### config.mk
export PLATFORM = sky130hd
export DESIGN_NAME = two_phase_tx
export DESIGN_NICKNAME = d
export VERILOG_FILES = /design/src/rtl/two_phase_pkg.sv /design/src/rtl/two_phase_sync_ff.sv /design/src/rtl/two_phase_tx.sv
export SDC_FILE = /design/constraint.sdc
export NUM_CORES = 1
export LEC_CHECK = 0
export BUFFER_PORTS_ARGS = -buffer_cell sky130_fd_sc_hd__buf_2
export CORE_ASPECT_RATIO = 0.9
export CORE_MARGIN = 3
export CORE_UTILIZATION = 35
export CTS_CLUSTER_SIZE = 30
export DETAILED_ROUTE_END_ITERATION = 6
export SKIP_CTS_REPAIR_TIMING = 1
export SLEW_MARGIN = 20
export SYNTH_ARGS = -nofsm -noshare
export SYNTH_HDL_FRONTEND = slang
export SYNTH_HIERARCHICAL = 1
export SYNTH_SLANG_ARGS = --single-unit
### constraint.sdc
create_clock -name clk -period 4.7 [get_ports clk]
set_clock_uncertainty 0.05 [all_clocks]
set_input_delay 0 -clock clk [delete_from_list [all_inputs] [get_ports clk]]
set_output_delay 0 -clock clk [all_outputs]
set_load 0.01 [all_outputs]
### src/rtl/two_phase_pkg.sv
// rtl/two_phase_pkg.sv - shared types for the two-phase handshake blocks
//
// Purpose: state encoding for the transmitter FSM and the one-hot phase
// codes that tell the toggle-side stage which output the last req
// transition lands on. Also a small width helper for saturating counters.
// Ports: none (package).
package two_phase_pkg;

  typedef enum logic [1:0] {
    IDLE     = 2'd0,
    SETUP    = 2'd1,
    WAIT_ACK = 2'd2,
    ERR      = 2'd3
  } state_t;

  localparam logic [1:0] PH_NONE = 2'b00;
  localparam logic [1:0] PH_EVEN = 2'b01;
  localparam logic [1:0] PH_ODD  = 2'b10;

  // Bits needed to hold 0..max_val; never less than 1 so a disabled
  // (zero) limit still yields a legal vector.
  function automatic int cnt_w(input int max_val);
    return (max_val < 1) ? 1 : $clog2(max_val + 1);
  endfunction

endpackage

### src/rtl/two_phase_sync_ff.sv
// rtl/two_phase_sync_ff.sv - multi-flop synchronizer for asynchronous inputs
//
// Purpose: STAGES-deep flop chain that brings an asynchronous signal into
// the clk domain. Synchronous active-low reset clears every stage.
// Ports:
//   clk  - sampling clock
//   rst  - synchronous active-low reset
//   d    - asynchronous input
//   q    - synchronized output (last stage)
module sync_ff #(
  parameter int STAGES = 2,
  parameter int WIDTH  = 1
) (
  input  logic             clk,
  input  logic             rst,
  input  logic [WIDTH-1:0] d,
  output logic [WIDTH-1:0] q
);

  logic [WIDTH-1:0] stage [STAGES];

  always_ff @(posedge clk) begin
    if (!rst) begin
      for (int i = 0; i < STAGES; i++) stage[i] <= '0;
    end else begin
      stage[0] <= d;
      for (int i = 1; i < STAGES; i++) stage[i] <= stage[i-1];
    end
  end

  assign q = stage[STAGES-1];

endmodule

### src/rtl/two_phase_tx.sv
// rtl/two_phase_tx.sv - valid/ready to two-phase req/ack transmitter
//
// Purpose: accepts words from a synchronous valid/ready stream, presents
// each as bundled data, toggles req once per word after a setup margin and
// waits for the matching ack transition before taking the next word.
// Ports:
//   clk, rst     - clock; synchronous active-low reset
//   in_data      - word to transmit (sampled only on accept)
//   in_valid     - in_data is valid
//   in_ready     - block accepts a word this cycle
//   data         - bundled data toward the async stage
//   req          - two-phase request, one transition per word
//   ack          - two-phase acknowledge, asynchronous to clk
//   phase        - one-hot target of the last req transition
//   busy         - word in flight (SETUP or WAIT_ACK)
//   timeout_err  - sticky; ack missing or protocol violation, reset to clear
module two_phase_tx
  import two_phase_pkg::*;
#(
  parameter int DATA_W      = 8,
  parameter int SETUP_CYC   = 1,
  parameter int SYNC_STAGES = 2,
  parameter int TIMEOUT     = 255
) (
  input  logic              clk,
  input  logic              rst,
  input  logic [DATA_W-1:0] in_data,
  input  logic              in_valid,
  output logic              in_ready,
  output logic [DATA_W-1:0] data,
  output logic              req,
  input  logic              ack,
  output logic [1:0]        phase,
  output logic              busy,
  output logic              timeout_err
);

  localparam int SCW = cnt_w(SETUP_CYC);
  localparam int TCW = cnt_w(TIMEOUT);
  // Setup counter runs SETUP_CYC-1 down to 0, so SETUP lasts SETUP_CYC cycles.
  localparam logic [SCW-1:0] SETUP_LOAD = SCW'(SETUP_CYC - 1);
  // Counter value during the TIMEOUT-th WAIT_ACK cycle.
  localparam logic [TCW-1:0] TC_LAST = TCW'((TIMEOUT > 0) ? TIMEOUT - 1 : 0);
  localparam logic [TCW-1:0] TC_MAX  = '1;

  state_t            state, state_n;
  logic [DATA_W-1:0] data_n;
  logic              req_n;
  logic [1:0]        phase_n;
  logic [SCW-1:0]    scnt, scnt_n;
  logic [TCW-1:0]    tcnt, tcnt_n;
  logic              err_n;
  logic              ack_s;
  logic              ack_match;

  sync_ff #(
    .STAGES (SYNC_STAGES),
    .WIDTH  (1)
  ) u_ack_sync (
    .clk (clk),
    .rst (rst),
    .d   (ack),
    .q   (ack_s)
  );

  assign ack_match = (ack_s == req);

  always_comb begin
    state_n  = state;
    data_n   = data;
    req_n    = req;
    phase_n  = phase;
    scnt_n   = scnt;
    tcnt_n   = tcnt;
    err_n    = timeout_err;
    in_ready = 1'b0;
    busy     = 1'b0;
    unique case (state)
      IDLE: begin
        // An ack edge with no request outstanding would make the next req
        // complete instantly; treat it as a protocol error. in_ready is
        // withheld in that cycle so no accepted word is lost.
        if (!ack_match) begin
          state_n = ERR;
          err_n   = 1'b1;
        end else begin
          in_ready = rst;
          if (in_valid) begin
            data_n  = in_data;
            scnt_n  = SETUP_LOAD;
            state_n = SETUP;
          end
        end
      end
      SETUP: begin
        busy = 1'b1;
        if (scnt == '0) begin
          req_n   = ~req;
          // New req level 1 means an odd number of transitions so far.
          phase_n = req ? PH_EVEN : PH_ODD;
          tcnt_n  = '0;
          state_n = WAIT_ACK;
        end else begin
          scnt_n = scnt - 1'b1;
        end
      end
      WAIT_ACK: begin
        busy = 1'b1;
        if (ack_match) begin
          state_n = IDLE;
        end else if (TIMEOUT != 0 && tcnt == TC_LAST) begin
          state_n = ERR;
          err_n   = 1'b1;
        end else if (tcnt != TC_MAX) begin
          tcnt_n = tcnt + 1'b1;
        end
      end
      ERR: begin
        // Frozen until reset; late acks are ignored.
      end
      default: state_n = ERR;
    endcase
  end

  always_ff @(posedge clk) begin
    if (!rst) begin
      state       <= IDLE;
      data        <= '0;
      req         <= 1'b0;
      phase       <= PH_NONE;
      scnt        <= '0;
      tcnt        <= '0;
      timeout_err <= 1'b0;
    end else begin
      state       <= state_n;
      data        <= data_n;
      req         <= req_n;
      phase       <= phase_n;
      scnt        <= scnt_n;
      tcnt        <= tcnt_n;
      timeout_err <= err_n;
    end
  end

endmodule

==> results <==
- For this design the static power due to leakage is 0.5962 nW.
- Once the floorplan was initialized, standard cells occupied 37.92% of the core.
- The proportion of synthesized chip area in sequential cells is 42.79%.
- The run finished with clean final reports.
- Row generation in the floorplan step produced 18 rows.
- After synthesis, the netlist uses 29 different library cells.
- The number of storage elements in the synthesis netlist is 23.
- The count of cells in the finished layout, fillers not included, comes to 196.
- The critical path's slowest cell is sky130_fd_sc_hd__dfxtp_1.
- TritonCTS built the clock tree.
- STA classifies the critical path endpoint as a register.
- STA puts the critical path data arrival time at roughly 2.0 ns.
- The maximum VDD drop is 218.9 µV.
- The congestion estimate from routability-driven global placement came to approximately 0.87.
- The final critical-path share of the clock period is 37.98%.
- From left edge to right edge, the die measures ~64 µm.
- Detailed placement finished with a half-perimeter wire length of 1615 µm.
- The library cell used most frequently in the layout, excluding fill and tap cells, is sky130_fd_sc_hd__buf_2.
- The clock transition at the registers of the reported paths is roughly 0.13 ns.
- STA classifies the critical path startpoint as a register.
- The number of nets in the synthesized netlist is 136.
- Entering global routing, the biggest net connects 20 pins.
- The number of standard cells after synthesis is 119.
- In this run the tool buffered the top-level ports with 25 buffer cells.
- The number of optimization iterations in the first detailed-route pass is 4.
- After synthesis the cells add up to 1076 µm².
- The number of global-route vias before repair is a little under 800.
- The net count reported at finish is around 170.
- On the worst path, the slowest cell contributes a delay of about 0.44 ns.
- The relative slew slack is 64.29%.
- The average cell area after synthesis is roughly 9.0 µm².
- Data on the critical path is required at its endpoint by 4.88 ns.
- The startpoint of the most critical hold path is in_valid.
- The worst hold path belongs to the class in -> reg.
- Once placement completed, the tool counted placed cells totaling 181.
- Global routing finished with a remaining overflow of 0.
- Counting the fill cells in the layout gives roughly 290.
- The number of DRC markers in iteration 0 is between 40 and 50.
- The number of antenna cells inserted is 0.
- After routing, the total negative slack on setup checks comes to 0 ns.
- No sink is reached through more buffers than the 2 on the longest clock path.
- In the routed design, unresolved DRC markers number 0.
- Cells with a size suffix above 1 make up 19.87% of the layout.
- Of all nets on the critical path, the largest fanout is 10.
- The floorplan step set the die height to 58.60 µm.
- The final number of hold-violating endpoints is 0.
- The number of buffers created by CTS is 3.
- The total power divided by cell area is 437.9 nW/µm².
- For the finished layout, the period the worst path requires is 1.785 ns.
- After floorplanning, the core was sized to cover 2838 µm².
- The final number of max-transition violations is 0.
- The latest clock arrival within the worst-skew pair is 0.31 ns.
- In the final routed layout, each cell accounts on average for roughly 12 µm.
- In this run the worst setup path begins at tcnt[0].
- The total global routing track utilization is between 10% and 20%.
- The Yosys step of the flow raised 6 warnings.
- The first-pass GRT wire length is approximately 3500 µm.
- The critical register-to-register path startpoint is tcnt[0].
- The average vias per placed instance is 5.056.
- The area of the die is 3776 µm².
- The actual transition at the worst max-transition pin is 0.5323 ns.
- The number of clock sinks is 23.
- The critical path is of the reg -> reg type.
- Across the run, the number of max-cap violations was 0.
- The highest attainable clock frequency is 560.2 MHz.
- Setup repair after global routing left no endpoint under its margin.
- The area growth from synthesis to layout is 27.56%.
- The final wirelength is ~2300 µm.
- CTS built an H-tree with a depth of 1.
- The final setup violation count is 0.
- The top-level I/O count is 26.
- In the layout the commonest cells are sky130_fd_sc_hd__buf_2, sky130_fd_sc_hd__dfxtp_1, sky130_fd_sc_hd__nor2_1.
- Walking the worst path, the cells encountered are inv_1, ha_1, o211ai_1, o211ai_2, or3_1, a21oi_1.
- The root cell of the clock tree is sky130_fd_sc_hd__clkbuf_4.
- The initial antenna violation count is 0.
- The overall via count from detail_route is 991.
- The detail route stage leaves a number of antenna-violating nets equal to 0.
final cells by class:
cell class | instances | area [µm²] | area share [%]
multi-input combinational | 87 | 578.1 | 42.11
sequential | 23 | 460.4 | 33.55
timing repair buffer | 36 | 235.2 | 17.14
tap | 40 | 50.05 | 3.646
clock buffer | 4 | 26.28 | 1.914
inverter | 6 | 22.52 | 1.641
power by group:
group	switching [mW]	internal [mW]
sequential	0.0225	0.224
combinational	0.148	0.117
clock	0.0568	0.0331
sequential cells by signal (all words and copies together), names as in the netlist:
signal            count
data                  8
phase                 1
req                   1
state                 2
tcnt                  8
timeout_err           1
u_ack_sync/stage      2
per-layer routing:
layer | vias up | part of all wire, % | track usage, % | wire [µm]
met1 | 453 | 45 | 15.57 | 1049
met5 | - | 0 | 0 | 0
li1 | 504 | - | - | -
met4 | 0 | 0.60 | 3.614 | 14
met2 | 32 | 49 | 19.41 | 1142
met3 | 2 | 5.9 | 4.008 | 139
cell usage after synthesis:
master | instances | share of area (%)
sky130_fd_sc_hd__clkinv_1 | 1 | 0.35
sky130_fd_sc_hd__o22ai_1 | 2 | 1.2
sky130_fd_sc_hd__o211ai_2 | 1 | 1.2
sky130_fd_sc_hd__o2bb2ai_1 | 1 | 0.81
sky130_fd_sc_hd__a211oi_1 | 1 | 0.70
sky130_fd_sc_hd__xnor2_1 | 2 | 1.6
sky130_fd_sc_hd__nor4_1 | 2 | 1.2
sky130_fd_sc_hd__nand2b_1 | 2 | 1.2
sky130_fd_sc_hd__ha_1 | 5 | 5.8
sky130_fd_sc_hd__or4_1 | 2 | 1.4
sky130_fd_sc_hd__mux2i_1 | 10 | 9.3
sky130_fd_sc_hd__o221a_2 | 1 | 1.0
sky130_fd_sc_hd__a31oi_1 | 3 | 1.7
sky130_fd_sc_hd__inv_1 | 5 | 1.7
sky130_fd_sc_hd__xor2_2 | 1 | 1.5
sky130_fd_sc_hd__a21oi_1 | 5 | 2.3
sky130_fd_sc_hd__or3_1 | 3 | 1.7
sky130_fd_sc_hd__nand4_1 | 2 | 1.2
sky130_fd_sc_hd__dfxtp_1 | 23 | 43
sky130_fd_sc_hd__nor3_1 | 1 | 0.46
sky130_fd_sc_hd__nand2_1 | 8 | 2.8
sky130_fd_sc_hd__clkbuf_1 | 2 | 0.70
sky130_fd_sc_hd__buf_4 | 1 | 0.70
sky130_fd_sc_hd__nor2_1 | 13 | 4.5
sky130_fd_sc_hd__nand3_1 | 8 | 3.7
sky130_fd_sc_hd__a22oi_1 | 3 | 2.1
sky130_fd_sc_hd__o211ai_1 | 4 | 2.8
sky130_fd_sc_hd__o21ai_0 | 5 | 2.3
sky130_fd_sc_hd__and2_1 | 2 | 1.2
worst max-delay path: cells and delay by family (launching register included):
family,cells,cell delay (ns)
flip-flops,1,0.44
AO/OA/AOI/OAI,3,0.52
adder cells (fa/ha/maj),1,0.21
buffers and inverters,1,0.09
AND/OR/NAND/NOR,1,0.40
kinds of logic (layout without fill, tap and decap cells):
group | after synthesis | in the layout | share of synthesized area, %
AOI/OAI and AO/OA | 26 | 26 | 16.16
xor gates and xnor gates | 3 | 3 | 3.140
adders and majority gates | 5 | 5 | 5.814
buffers and inverters | 9 | 46 | 3.489
DFF | 23 | 23 | 42.79
muxes | 10 | 10 | 9.303
and+or+nand+nor | 43 | 43 | 19.30
path summary, 6_finish.rpt:
check	to	slack [ns]	cells past startpoint
setup / recovery	tcnt[3]	2.91	6
hold / removal	state[1]	0.01	3
setup reg to reg	tcnt[3]	2.91	6
hold reg to reg	u_ack_sync/stage[0][1]	0.40	1
metrics by stage:
stage	setup slack (ns)	area (µm²)	hold slack [ns]	utilization, %	power, mW
floorplan	3.066	1076	0.07171	-	0.4421
global placement	3.005	1236	0.1520	43.56	0.5035
detailed placement	2.952	1236	0.1571	43.56	0.5070
CTS	2.915	1262	-0.1729	44.49	0.6011
global route	2.772	1373	0.02108	48.37	0.6471
finish	2.915	1373	0.01360	48.37	0.6011
No activity file was read; power rests on OpenSTA's default activity.
